--- config.mk ---
export PLATFORM = sky130hd
export DESIGN_NAME = rs232_receiver
export DESIGN_NICKNAME = d
export VERILOG_FILES = /design/src/rtl/rs232_pkg.sv /design/src/rtl/rs232_sync.sv /design/src/rtl/rs232_receiver.sv
export SDC_FILE = /design/constraint.sdc
export NUM_CORES = 1
export LEC_CHECK = 0
export ABC_AREA = 1
export CAP_MARGIN = 20
export CORE_ASPECT_RATIO = 1.2
export CORE_MARGIN = 5
export CORE_UTILIZATION = 51
export CTS_BUF_LIST = sky130_fd_sc_hd__clkbuf_4 sky130_fd_sc_hd__clkbuf_8
export CTS_CLUSTER_DIAMETER = 100
export DETAILED_ROUTE_END_ITERATION = 7
export PLACE_DENSITY = 0.77
export SETUP_SLACK_MARGIN = 0.4
export SYNTH_ARGS = -nofsm -noshare
export SYNTH_HDL_FRONTEND = slang
export SYNTH_HIERARCHICAL = 1
export SYNTH_SLANG_ARGS = --single-unit
--- constraint.sdc ---
create_clock -name clk -period 1.2 [get_ports clk]
set_input_delay 0.18 -clock clk [delete_from_list [all_inputs] [get_ports clk]]
set_output_delay 0.18 -clock clk [all_outputs]
set_load 0.01 [all_outputs]
--- src/rtl/rs232_pkg.sv ---
// rs232_pkg: shared state encoding and frame constants for the RS-232 receive path
package rs232_pkg;
  typedef enum logic [2:0] {IDLE, START, DATA, STOP, BREAK} rx_state_t;
  localparam int RS232_DATA_BITS = 8;
  localparam logic RS232_IDLE_LEVEL = 1'b1;
endpackage

--- src/rtl/rs232_sync.sv ---
// rs232_sync: 2-flop synchronizer with configurable reset value
module rs232_sync #(
  parameter logic RST_VAL = 1'b1
) (
  input  logic clk,
  input  logic rst_n,
  input  logic d,
  output logic q
);
  logic m;
  always_ff @(posedge clk or negedge rst_n)
    if (!rst_n) {q, m} <= {RST_VAL, RST_VAL};
    else {q, m} <= {m, d};
endmodule

--- src/rtl/rs232_receiver.sv ---
// rs232_receiver: 8N1 oversampling UART receiver with a one-entry valid/ready holding register
import rs232_pkg::*;
module rs232_receiver #(
  parameter int CLKS_PER_BIT = 16
) (
  input  logic                       clk,
  input  logic                       rst_n,
  input  logic                       rx,
  input  logic                       rd_ready,
  output logic [RS232_DATA_BITS-1:0] data,
  output logic                       data_valid,
  output logic                       frame_err,
  output logic                       overrun,
  output logic                       idle
);
  localparam int CW = $clog2(CLKS_PER_BIT);
  localparam logic [CW-1:0] HALF = CW'(CLKS_PER_BIT / 2 - 1);
  localparam logic [CW-1:0] FULL = CW'(CLKS_PER_BIT - 1);
  localparam logic [2:0] LAST = 3'(RS232_DATA_BITS - 1);
  rx_state_t state;
  logic [CW-1:0] cnt;
  logic [2:0] bidx;
  logic [RS232_DATA_BITS-1:0] shreg;
  logic rx_s;
  rs232_sync #(.RST_VAL(RS232_IDLE_LEVEL)) u_sync (.clk(clk), .rst_n(rst_n), .d(rx), .q(rx_s));
  assign idle = state == IDLE;
  always_ff @(posedge clk or negedge rst_n)
    if (!rst_n) begin
      state <= IDLE;
      cnt <= '0;
      bidx <= '0;
      shreg <= '0;
      data <= '0;
      data_valid <= 1'b0;
      frame_err <= 1'b0;
      overrun <= 1'b0;
    end else begin
      frame_err <= 1'b0;
      overrun <= 1'b0;
      if (data_valid && rd_ready) data_valid <= 1'b0;
      case (state)
        IDLE: if (!rx_s) begin
          state <= START;
          cnt <= '0;
        end
        START: if (cnt == HALF) begin
          state <= rx_s ? IDLE : DATA;
          cnt <= '0;
          bidx <= '0;
        end else cnt <= cnt + CW'(1);
        DATA: if (cnt == FULL) begin
          shreg <= {rx_s, shreg[RS232_DATA_BITS-1:1]};
          cnt <= '0;
          bidx <= bidx + 3'd1;
          if (bidx == LAST) state <= STOP;
        end else cnt <= cnt + CW'(1);
        STOP: if (cnt == FULL) begin
          state <= rx_s ? IDLE : BREAK;
          cnt <= '0;
          // a late consume in this same cycle frees the slot for the new byte
          if (!rx_s) frame_err <= 1'b1;
          else if (data_valid && !rd_ready) overrun <= 1'b1;
          else begin
            data <= shreg;
            data_valid <= 1'b1;
          end
        end else cnt <= cnt + CW'(1);
        BREAK: if (rx_s) state <= IDLE;
        default: state <= IDLE;
      endcase
    end
endmodule

==> results.yml, run 1 <==
status:
  outcome: "finished with violations"
  violations: "negative setup slack"
cts:
  clock_latency_ns: 0.35
  htree_levels: 2
  numCtsBuffers: 5
  clock_path_buffers: 2
  clk_pin_slew_ns: 0.11
  root_buffer: "clkbuf_4"
  cts_tree: "yes"
  cts_num_sinks: 31
cells_and_area:
  regArea_um2: 779
  finalNetCount: 205
  area_growth_pct: 44.1
  drive_above_1_share_pct: 51.8
  multiInputGateArea_um2: 647
  utilization_pct: 77.6
  nFillCells: 171
  n_antenna_cell: 0
  final_cells: 232
timing:
  fmax_mhz: 710
  relSlewSlack_pct: 83.1
  worstMarginPinSlew_ns: 0.254
  hold_viol: 0
  slew_violations: 0
  skew_ns: 0.0163
  fin_ws_ns: -0.209
  rsz0062_at_grt: "yes"
  min_period_ns: 1.41
  setup_viol: 25
  min_period_over_period_pct: 117
pwr:
  power.density_nw_per_um2: 1650
  power.share.switching_pct: 36.6
  p_switching_mw: 1.21
  clkPwrFrac_pct: 18.9
  p_leak_nw: 0.983
  internal_power_mw: 2.09
  p_comb_share_pct: 42.4
  ir_worst_vdd_uv: 1230
  seq_power_share_pct: 38.7
setup_path:
  crit_top_cell: "nand2_1"
  crit_family: "simple AND/OR/NAND/NOR gates"
  cp-end-kind: "flip-flop"
  critPathMaxStageDelay_ns: 0.41
  required_ns: 1.44
  critPathSlowestCell: "dfrtp_1"
  startpoint_type: "flip-flop"
  crit_chain: "ha_4, nand3_4, nand2_2, inv_2, nor2_4, nand2_1, nand2_1, nand2_1"
  path_buf_inv: 1
  crit_fanout: 5
  critPathKind: "reg -> reg"
  arrival_ns: 1.65
synth:
  syn_area_um2: 1390
  synthesis.nets: 154
  yosysWarnings: 6
  synth-main-ff-cell: "dfrtp_1"
  yosysTopAreaCellShare_pct: 52.3
  synthArstFlopShare_pct: 100
  synth_cells: 147
  seq_area_frac_synth_pct: 56.0
  synth_edf_count: 0
  synth_most_common_cell: "nand2_1"
  synthTopCellsByArea: "dfrtp_1 (52%), nand2_1 (11%), o21ai_2 (5.0%)"
  synthTopCellsByCount: "nand2_1 (41), dfrtp_1 (29), inv_1 (15), o21ai_0 (13), nor2_1 (12)"
  syn-mean-instance-area_um2: 9.45
  synth_area_leader_cell: "dfrtp_1"
  synth-seq-cells: 31
  synth_cell_types: 22
global_route:
  grt_start_max_net_pins: 32
  grt_antenna_before_repair: 0
  globalRouteTotalUtil_pct: 18.4
  grt_first_pass_wirelength_um: 5270
  overflow: 0
  grt_pass1_vias: 1201
detailed_routing:
  totalWireLength_um: 3250
  drcViolationCount: 0
  vias_per_cell: 5.01
  wl_per_cell_um: 14.0
  antenna_left: 0
  first_iter_violations: 29
  first_pass_iters: 4
  vias: 1162
place:
  port_buffers: 15
  finalWeightedCongestion: 0.912
  dp_hpwl_um: 1950
  dp.cells: 209
hold_path:
  hold_class: "in -> async"
floorplan:
  dieArea_um2: 3870
  dieWidth_um: 57.6
  coreArea_um2: 2580
  rows: 20
  pin_count: 16
  start_util_pct: 53.9
  die_h_um: 67.2
job:
  max_cap_violations: 0
==> cells by family after synthesis <==
| group | share of synthesized area [%] |
|---|---|
| XOR/XNOR | 1.26 |
| flip-flops | 56.0 |
| AND/OR/NAND/NOR | 22.2 |
| adder cells (fa/ha/maj) | 2.70 |
| buffers and inverters | 7.21 |
| AO/OA/AOI/OAI | 10.6 |
==> through the flow <==
step                      TNS, ns  total power, mW  hold WS (ns)  area, um^2  setup WS [ns]
after global placement      -1.79             2.20         0.349        1740         -0.118
after detailed placement    -2.96             2.25         0.348        1740         -0.153
after CTS                   -1.97             3.05         0.176        1870         -0.122
final                       -3.00             3.29         0.178        2000         -0.209
after global routing        -4.98             3.50         0.171        2000         -0.269
after floorplan           -0.0696             1.79        -0.116        1420        -0.0345
==> sequential cells by signal, indices dropped and copies added, names as in the netlist <==
register / cells
cnt: 4
shreg: 8
state: 3
frame_err: 1
overrun: 1
u_sync/q: 1
bidx: 3
u_sync/m: 1
data: 8
data_valid: 1
==> power groups by stage <==
stage	sequential, mW	combinational (mW)	clock [mW]
detailed placement	1.27	0.973	0
floorplan	1.28	0.512	0
finish	1.27	1.39	0.623
global route	1.29	1.51	0.699
global placement	1.27	0.932	0
CTS	1.26	1.15	0.640
==> routing by layer <==
layer  up-vias  global-route usage (%)  part of all wire (%)
met3        11                    5.54                   4.2
met5         -                       0                     0
li1        565                       -                     -
met1       561                    20.9                    40
met4         0                    13.3                   3.6
met2        25                    29.4                    52
==> final timing paths <==
check | startpoint | to | slack, ns | cells after the start
worst min register to register | u_sync/m | u_sync/q | 0.36 | 0
worst max-delay path | cnt[1] | state[1] | -0.21 | 8
worst max register to register | cnt[1] | state[1] | -0.21 | 8
worst min-delay path | rst_n | data[0] | 0.18 | 2
min in group clk | rx | u_sync/m | 0.23 | 1
max in group asynchronous | rst_n | u_sync/m | 0.79 | 2
==> repair_timing <==
action,in CTS,in global routing
gates resized for setup,73,15
pin swaps,8,10
gates cloned,0,2
hold buffers,0,0
setup endpoints to repair,41,41
endpoints found under the hold margin,0,0
setup buffers,7,6
==> placed cells by master (no fill, tap or decap), drive strengths merged <==
cell           instances
clkinvlp               1
nand3                  9
dfrtp                 29
clkbuf                 7
nor2                  14
nand4                  1
dfstp                  2
nand2                 43
clkinv                 2
a21oi                  1
buf                   43
clkdlybuf4s50          3
xor2                   1
ha                     3
inv                   17
o21ai                 21
o31ai                  1
xnor2                  1
==> layout make-up <==
cell class	count	area share, %
Sequential cell	31	39.0
Inverter	18	3.63
Tap cell	33	2.06
Clock buffer	6	2.25
Timing Repair Buffer	47	20.1
Multi-Input combinational cell	95	32.3
Clock inverter	2	0.625
Power figures use the tool's default switching activity.
==> run 2, diff against run 1 <==
Settings changed: ABC_AREA 1 to default, SKIP_LAST_GASP from default to 1.
==> run 2 against run 1 <==
  * The run still ends with negative setup slack left
  * Synthesized cell count down 31%
  * Via count fell by 9.8%
  * Clock skew barely moved
  * Die area fell by 2.1%
  * Final area is 4.7% higher
  * Area after synthesis fell by 2.5%
  * Combinational power increased by 14%
  * Sequential power hardly changed
  * Power is 13% higher
  * Largest cell class unchanged
  * Largest power group unchanged
==> results.yml, run 2 <==
detailed_routing:
  totalWireLength_um: 3430
  first_pass_iters: 5
  drcViolationCount: 0
  vias: 1048
  first_iter_violations: 16
  antenna_left: 0
  vias_per_cell: 5.52
  wl_per_cell_um: 18.1
cts:
  cts_num_sinks: 31
  htree_levels: 2
  cts_tree: "yes"
  clock_latency_ns: 0.34
  numCtsBuffers: 5
  root_buffer: "clkbuf_4"
  cts_hold_buf: 0
  clock_path_buffers: 2
  clk_pin_slew_ns: 0.11
synth:
  synth_area_leader_cell: "dfrtp_1"
  seq_area_frac_synth_pct: 57.5
  synth_cell_types: 31
  synthTopCellsByArea: "dfrtp_1 (54%), mux2_2 (16%), dfstp_2 (3.9%)"
  syn_area_um2: 1350
  yosysTopAreaCellShare_pct: 53.6
  synth_edf_count: 0
  synth_most_common_cell: "dfrtp_1"
  synth-seq-cells: 31
  synthArstFlopShare_pct: 100
  synthesis.nets: 109
  synth_cells: 102
  yosysWarnings: 6
  synthTopCellsByCount: "dfrtp_1 (29), mux2_2 (19), nor2_1 (5), a22o_1 (4), nand2_1 (4)"
  syn-mean-instance-area_um2: 13.3
  synth-main-ff-cell: "dfrtp_1"
status:
  outcome: "finished with violations"
  violations: "negative setup slack"
setup_path:
  crit_chain: "nand2_1, nor4b_4, buf_6, mux2_4"
  crit_family: "simple AND/OR/NAND/NOR gates"
  cp-end-kind: "flip-flop"
  startpoint: "state[1]"
  critPathMaxStageDelay_ns: 0.42
  critPathKind: "reg -> reg"
  required_ns: 1.42
  arrival_ns: 1.82
  startpoint_type: "flip-flop"
  critPathSlowestCell: "dfrtp_1"
  r2r_start: "state[1]"
  crit_fanout: 8
  path_buf_inv: 1
timing:
  whs_ns: 0.192
  setup_viol: 29
  worstMarginPinSlew_ns: 0.290
  hold_viol: 0
  rsz0062_at_grt: "yes"
  min_period_ns: 1.60
  relSlewSlack_pct: 80.6
  slew_violations: 0
  final.setup.tns_ns: -7.67
  skew_ns: 0.0163
  fin_ws_ns: -0.395
  min_period_over_period_pct: 133
  fmax_mhz: 627
place:
  pre_cts_slack_ns: -0.489
  finalWeightedCongestion: 0.762
  port_buffers: 15
  dp_hpwl_um: 1910
pwr:
  p_total_mw: 3.71
  power.density_nw_per_um2: 1770
  p_leak_nw: 1.08
  ir_worst_vdd_uv: 1770
cells_and_area:
  top_regs: "data: 8 flops, shreg: 8 flops, cnt: 4 flops"
  mostFrequentLayoutCells: "dfrtp_1 (29), buf_4 (22), mux2_4 (17)"
  finalNetCount: 163
  n_antenna_cell: 0
  layout_commonest_cell: "dfrtp_1"
  utilization_pct: 82.1
  drive_above_1_share_pct: 61.8
  area_growth_pct: 54.7
floorplan:
  coreArea_um2: 2550
  pin_count: 16
  rows: 20
  die_h_um: 66.4
  dieWidth_um: 57.0
  start_util_pct: 53.0
  dieArea_um2: 3790
global_route:
  grt_pass1_vias: 1197
  globalRouteTotalUtil_pct: 19.9
  grt_first_pass_wirelength_um: 5600
  overflow: 0
  grt_start_max_net_pins: 32
  grt_antenna_before_repair: 0
job:
  max_cap_violations: 0
hold_path:
  hold_class: "in -> async"
## run 2: stage by stage
stage,std cells,cell area [um^2]
5_1_grt,190,2090
2_1_floorplan,102,1430
6_report,190,2090
3_5_place_dp,163,1740
4_1_cts,184,1970
3_3_place_gp,163,1740
## run 2: path summary, 6_finish.rpt
| check | to | slack (ns) | cells after the start |
|---|---|---|---|
| worst min register to register | u_sync/q | 0.34 | 0 |
| max in group asynchronous | u_sync/m | 0.75 | 2 |
| min in group clk | u_sync/m | 0.26 | 1 |
| worst max register to register | data[5] | -0.40 | 4 |
| worst max-delay path | data[5] | -0.40 | 4 |
| worst min-delay path | state[2] | 0.19 | 2 |
## run 2: what timing repair did
action | CTS | global route
pin swaps | 5 | 5
gates resized for setup | 74 | 19
gates cloned | 1 | 0
setup endpoints to repair | 41 | 41
setup buffers | 12 | 6
## run 2: kinds of logic after synthesis
logic type / Yosys count / synth area share (%)
flops: 31 / 57.5
fa+ha+maj: 3 / 2.77
mux: 19 / 15.8
compound gates: 15 / 8.60
xor+xnor: 1 / 0.647
simple gates: 26 / 12.6
buf+inv: 7 / 2.13
## run 2: area by class of cell
cell class / instances / area (um^2)
multi-input cells: 64 / 728
flip-flops and latches: 31 / 778
clock buffers: 6 / 51.3
clock inverters: 2 / 35.0
inverters: 2 / 7.51
fillers: 146 / 458
well taps: 33 / 41.3
repair buffers: 52 / 453
## run 2: metal layers
metal  GRT usage [%]  wire [um]
met5               0          0
met4            7.83         60
met3            6.05        155
met2            35.0       1800
met1            22.4       1420
## run 2: report_power, final
| group | internal (mW) | total (mW) | switching (mW) |
|---|---|---|---|
| clock | 0.492 | 0.859 | 0.367 |
| combinational | 0.872 | 1.58 | 0.709 |
| sequential | 1.16 | 1.27 | 0.103 |
